--- src/rtl/rshift_pkg.sv ---
// rtl/rshift_pkg.sv - shared constants, clog2 and the stage record for rshift_pipe
package rshift_pkg;

    localparam int RSHIFT_WIDTH = 8;
    localparam int RSHIFT_SHW   = 8;

    function automatic int clog2(input int value);
        int r;
        for (r = 0; (1 << r) < value; r++) begin
        end
        return r;
    endfunction

    typedef struct packed {
        logic                    valid;
        logic [RSHIFT_WIDTH-1:0] data;
        logic [RSHIFT_SHW-1:0]   shamt;
        logic                    arith;
        logic                    sign;
        logic                    sticky;
    } rshift_stage_t;

endpackage

--- src/rtl/rshift_stage.sv ---
// rtl/rshift_stage.sv - one pipeline register: conditional shift by 2**BIT, sticky accumulate, hold on stall
module rshift_stage
    import rshift_pkg::*;
#(
    parameter int WIDTH = RSHIFT_WIDTH,
    parameter int SHW   = RSHIFT_SHW,
    parameter int BIT   = 0
) (
    input  logic             clk,
    input  logic             rst_n,
    input  logic             ready,
    input  logic             in_valid,
    input  logic [WIDTH-1:0] in_data,
    input  logic [SHW-1:0]   in_shamt,
    input  logic             in_arith,
    input  logic             in_sign,
    input  logic             in_sticky,
    output logic             out_valid,
    output logic [WIDTH-1:0] out_data,
    output logic [SHW-1:0]   out_shamt,
    output logic             out_arith,
    output logic             out_sign,
    output logic             out_sticky
);

    localparam int               DIST      = 1 << BIT;
    localparam logic [WIDTH-1:0] ONES      = '1;
    localparam logic [WIDTH-1:0] FILL_MASK = ~(ONES >> DIST);
    localparam logic [WIDTH-1:0] LOW_MASK  = ~(ONES << DIST);

    logic             valid_q, valid_d;
    logic [WIDTH-1:0] data_q, data_d;
    logic [SHW-1:0]   shamt_q, shamt_d;
    logic             arith_q, arith_d;
    logic             sign_q, sign_d;
    logic             sticky_q, sticky_d;

    always_comb begin
        valid_d  = valid_q;
        data_d   = data_q;
        shamt_d  = shamt_q;
        arith_d  = arith_q;
        sign_d   = sign_q;
        sticky_d = sticky_q;
        if (ready) begin
            valid_d  = in_valid;
            shamt_d  = in_shamt;
            arith_d  = in_arith;
            sign_d   = in_sign;
            data_d   = in_data;
            sticky_d = in_sticky;
            if (in_shamt[BIT]) begin
                // fill comes from the original operand's sign, not the current MSB
                data_d   = (in_data >> DIST) | ((in_arith & in_sign) ? FILL_MASK : '0);
                sticky_d = in_sticky | (|(in_data & LOW_MASK));
            end
        end
    end

    always_ff @(posedge clk or negedge rst_n) begin
        if (!rst_n) begin
            valid_q  <= 1'b0;
            data_q   <= '0;
            shamt_q  <= '0;
            arith_q  <= 1'b0;
            sign_q   <= 1'b0;
            sticky_q <= 1'b0;
        end else begin
            valid_q  <= valid_d;
            data_q   <= data_d;
            shamt_q  <= shamt_d;
            arith_q  <= arith_d;
            sign_q   <= sign_d;
            sticky_q <= sticky_d;
        end
    end

    assign out_valid  = valid_q;
    assign out_data   = data_q;
    assign out_shamt  = shamt_q;
    assign out_arith  = arith_q;
    assign out_sign   = sign_q;
    assign out_sticky = sticky_q;

endmodule

--- src/rtl/rshift_pipe.sv ---
// rtl/rshift_pipe.sv - pipelined logical/arithmetic right shifter with sticky flag and valid/ready flow control
module rshift_pipe
    import rshift_pkg::*;
#(
    parameter int WIDTH = RSHIFT_WIDTH,
    parameter int SHW   = RSHIFT_SHW
) (
    input  logic             clk,
    input  logic             rst_n,
    input  logic             in_valid,
    output logic             in_ready,
    input  logic [WIDTH-1:0] in_data,
    input  logic [SHW-1:0]   in_shamt,
    input  logic             in_arith,
    output logic             out_valid,
    input  logic             out_ready,
    output logic [WIDTH-1:0] out_data,
    output logic             out_sticky
);

    localparam int           L         = clog2(WIDTH);
    localparam logic [SHW:0] WIDTH_LIM = WIDTH[SHW:0];

    logic [L-1:0]     st_valid, st_arith, st_sign, st_sticky, stage_ready;
    logic [WIDTH-1:0] st_data  [L];
    logic [SHW-1:0]   st_shamt [L];

    logic             sat, fill;
    logic [WIDTH-1:0] s0_data;
    logic [SHW-1:0]   s0_shamt;
    logic             s0_sticky;

    // oversized shifts collapse to the fill pattern before entering S0
    always_comb begin
        sat       = ({1'b0, in_shamt} >= WIDTH_LIM);
        fill      = in_arith & in_data[WIDTH-1];
        s0_data   = sat ? {WIDTH{fill}} : in_data;
        s0_shamt  = sat ? '0 : in_shamt;
        s0_sticky = sat & (|in_data);
    end

    always_comb begin
        stage_ready        = '0;
        stage_ready[L-1]   = !st_valid[L-1] | out_ready;
        for (int k = L - 2; k >= 0; k--) begin
            stage_ready[k] = !st_valid[k] | stage_ready[k+1];
        end
    end

    for (genvar k = 0; k < L; k++) begin : g_stage
        logic             v_i, a_i, s_i, st_i;
        logic [WIDTH-1:0] d_i;
        logic [SHW-1:0]   sh_i;

        if (k == 0) begin : g_head
            assign v_i  = in_valid;
            assign d_i  = s0_data;
            assign sh_i = s0_shamt;
            assign a_i  = in_arith;
            assign s_i  = in_data[WIDTH-1];
            assign st_i = s0_sticky;
        end else begin : g_link
            assign v_i  = st_valid[k-1];
            assign d_i  = st_data[k-1];
            assign sh_i = st_shamt[k-1];
            assign a_i  = st_arith[k-1];
            assign s_i  = st_sign[k-1];
            assign st_i = st_sticky[k-1];
        end

        rshift_stage #(
            .WIDTH (WIDTH),
            .SHW   (SHW),
            .BIT   (L - 1 - k)
        ) u_stage (
            .clk        (clk),
            .rst_n      (rst_n),
            .ready      (stage_ready[k]),
            .in_valid   (v_i),
            .in_data    (d_i),
            .in_shamt   (sh_i),
            .in_arith   (a_i),
            .in_sign    (s_i),
            .in_sticky  (st_i),
            .out_valid  (st_valid[k]),
            .out_data   (st_data[k]),
            .out_shamt  (st_shamt[k]),
            .out_arith  (st_arith[k]),
            .out_sign   (st_sign[k]),
            .out_sticky (st_sticky[k])
        );
    end

    logic unused_tail;
    assign unused_tail = ^{st_shamt[L-1], st_arith[L-1], st_sign[L-1]};

    assign in_ready   = stage_ready[0];
    assign out_valid  = st_valid[L-1];
    assign out_data   = st_data[L-1];
    assign out_sticky = st_sticky[L-1];

endmodule

--- config.mk ---
export PLATFORM = sky130hd
export DESIGN_NAME = rshift_pipe
export DESIGN_NICKNAME = d
export VERILOG_FILES = /design/src/rtl/rshift_pkg.sv /design/src/rtl/rshift_stage.sv /design/src/rtl/rshift_pipe.sv
export SDC_FILE = /design/constraint.sdc
export NUM_CORES = 1
export LEC_CHECK = 0
export ABC_AREA = 1
export CAP_MARGIN = 40
export CORE_MARGIN = 2
export CORE_UTILIZATION = 40
export CTS_BUF_LIST = sky130_fd_sc_hd__clkbuf_4 sky130_fd_sc_hd__clkbuf_8
export DETAILED_ROUTE_END_ITERATION = 7
export GPL_ROUTABILITY_DRIVEN = 0
export PLACE_DENSITY = 0.71
export SYNTH_ARGS = -nofsm -noshare
export SYNTH_HDL_FRONTEND = slang
export SYNTH_SLANG_ARGS = --single-unit
--- constraint.sdc ---
create_clock -name clk -period 2.1 [get_ports clk]
set_input_delay 0.315 -clock clk [delete_from_list [all_inputs] [get_ports clk]]
set_output_delay 0.315 -clock clk [all_outputs]
set_load 0.05 [all_outputs]
==> results.md <==
* Outcome: finished clean
* Leading post-synthesis cells by cell area: dfrtp_1 52%, nand2_1 13%, nor2_1 5.9%, a31oi_1 3.5%, inv_1 3.1%
* Post-DP HPWL at 2.51 mm
* Pwr Density at 810 nW/um^2
* Post-DR wirelength/cell at 10.7 um
* Most numerous cell in the Yosys netlist: nand2_1
* DRT Pass-1 Iters at 4
* DR DRC count at 0
* Yosys reg bits at 37
* Final period util at 84.7%
* CP max FO at 3
* Routed Antenna Nets at 0
* Initial Utilization at 41.4%
* Post-Syn Instances at 219
* Vias in the first global route at 1452
* Post-CTS setup buffer count at 0
* Setup TNS at 0 ns
* Place WS at 0.415 ns
* XOR/XNOR Fraction of Synth Area at 0%
* Seq/Total Area, Yosys at 51.7%
* DIE HEIGHT at 70.9 um
* Vias per inst at 4.79
* WHS at 0.449 ns
* Worst vdd ir at 241 uV
* IO Port Bufs at 31
* Initial antenna violation count at 0
* Insertion delay of the later-clocked pin in the worst-skew pair at 0.28 ns
* Largest net degree at the start of global routing at 38
* Largest family of logic cells by synthesized area: simple AND/OR/NAND/NOR gates
* Crit path cell chain: clkdlybuf4s50_1
* Worst path buffer plus inverter count at 1
* Post-synth design cell area at 1790 um^2
* Total Routed Length at 3.30 mm
* # setup viols final at 0
* Final hold vios at 0
* Multiplexer area fraction after synthesis at 0%
* Fmax at 562 MHz
* Top_reg_cell synth: dfrtp_1
* Crit path kind: flip-flop to output pin
* Core ar. at 4320 um^2
* Reg2Reg Depth at 8
* Post-Syn Nets at 240
* Starting DRT DRC Count at 78
* Reg2reg start: g_stage[2].u_stage.out_valid
* Power Total at 0.00182 W
* P&R area growth vs syn at 25.6%
* Mapped Avg Cell Area at 8.18 um^2
* Most frequent cells after synthesis: 64 x nand2_1, 37 x dfrtp_1, 28 x nor2_1, 15 x inv_1
* Max Transition Viols Final at 0
* CTS Hold Bufs at 0
* Row count at 24
* Area share of the largest cell type after synthesis at 51.7%
* GR Overflow Total at 0
* Final worst slack at 0.322 ns
* Layout cells sized above 1 at 13.3%
* Worst-Margin Slew at 0.511 ns
* Top Ports at 32
* Num CTS Buffers at 5
* Vias at 1470
* Crit path launch type: flip-flop
* Worst reg2reg endpoint: g_stage[0].u_stage.out_data[2]
* Slowest Stage Delay on Critical Path at 0.81 ns
* Worst slew margin at 65.8%
* RSZ-0062 raised after global routing: no
* CTS tree: yes
* First-pass GRT wire length at 6.01 mm
* Synth Area in Compound Gates at 12.2%
* # clock sinks at 37
* Die area at 5030 um^2
* Syn. warnings at 0
* Clk_skew at 0.00207 ns
* Max-cap violations at 0
* Crit path required time at 1.78 ns
* Crit-path leading delay family: buffers and inverters
* EDFF count, synth at 0
* Worst hold path class: input port to async pin
* Unique cell type count in the Yosys netlist at 26
* Ant diodes at 0
* Nets at 275
* H-tree Lvls at 2
* All-Layer GR Usage at 14.8%
* Pleak at 1.03 nW
* Filler Cell Count at 461
* PostCTS Resize Cnt at 0
* Reg-to-reg setup timing slack at 0.87 ns
* Max Root-Sink Buffers at 2
* Die width at 70.9 um
* Synth Area in Simple Gates at 29.7%
* CP Capture Type: output pin
* Root Buffer: clkbuf_8
* Async SR Flop Fraction at 100%
* CP arrival at 1.46 ns
* CP max-delay cell: clkdlybuf4s50_1
* Adder-Cell Fraction of Synth Area at 0%
* Fin crit period at 1.78 ns
* CP startpoint: g_stage[2].u_stage.out_valid
* CTS clk-pin slew, worst paths at 0.07 ns
* Dominant cell type by area after synthesis: dfrtp_1
==> how the worst max path moves through the flow <==
stage | endpoint | slack (ns) | cells after the start
finish | out_valid | 0.32 | 1
global route | out_valid | 0.28 | 1
CTS | out_valid | 0.31 | 1
detailed placement | in_ready | 0.42 | 6
global placement | in_ready | 0.41 | 6
floorplan | in_ready | 0.49 | 4
==> per-layer routing <==
metal	GRT usage [%]	part of all wire, %
met5	0	0
met4	5.66	1.3
met3	3.13	4.7
met2	25.6	49
met1	18.1	45
==> cell families after synthesis <==
group           Yosys count
compound gates           38
simple gates            117
buf+inv                  27
flops                    37
==> layout make-up <==
class	instances	area, um^2	share of cell area, %
timing repair buffer	34	343	15.2
inverter	21	78.8	3.51
clock inverter	3	17.5	0.779
tap	52	65.1	2.89
multi-input combinational	155	749	33.3
sequential	37	926	41.2
clock buffer	5	68.8	3.06
==> power by group <==
part	internal, W	switching [W]
Clock	0.000229	0.000244
Sequential	0.000814	0.0000604
Combinational	0.000178	0.000297
==> sequential cells by signal, indices dropped and copies added, names as in the netlist <==
name / flops
g_stage.u_stage.out_valid: 3
g_stage.u_stage.out_sign: 2
g_stage.u_stage.out_shamt: 3
g_stage.u_stage.out_sticky: 3
g_stage.u_stage.out_arith: 2
g_stage.u_stage.out_data: 24
==> through the flow <==
step | instances | cell area, um^2 | util [%]
2_1_floorplan | 219 | 1790 | -
3_3_place_gp | 299 | 2160 | 50.0
3_5_place_dp | 299 | 2160 | 50.0
4_1_cts | 307 | 2250 | 52.0
5_1_grt | 307 | 2250 | 52.0
6_report | 307 | 2250 | 52.0
==> placed cells by master (no fill, tap or decap) <==
| master | synthesis | routed |
|---|---|---|
| a21oi_1 | 6 | 6 |
| a31oi_1 | 10 | 10 |
| buf_12 | 0 | 1 |
| buf_4 | 0 | 3 |
| clkbuf_8 | 0 | 5 |
| clkdlybuf4s50_1 | 0 | 30 |
| clkinv_1 | 1 | 1 |
| clkinv_2 | 0 | 2 |
| clkinvlp_4 | 0 | 1 |
| dfrtp_1 | 37 | 37 |
| inv_1 | 15 | 15 |
| inv_2 | 5 | 5 |
| nand2_1 | 64 | 64 |
| nand2_2 | 2 | 2 |
| nand3_1 | 4 | 4 |
| nand3_2 | 1 | 1 |
| nand3_4 | 1 | 1 |
| nand4_1 | 4 | 4 |
| nand4_2 | 1 | 1 |
| nor2_1 | 28 | 28 |
| nor2_2 | 4 | 4 |
| nor2_4 | 3 | 3 |
| nor3_1 | 1 | 1 |
| nor4_1 | 1 | 1 |
| o21ai_0 | 10 | 10 |
| o21ai_1 | 9 | 9 |
| o21ai_2 | 2 | 2 |
| o22ai_2 | 1 | 1 |
| or2_1 | 1 | 1 |
| or2_2 | 2 | 2 |
(Power assumes the default switching activity.)
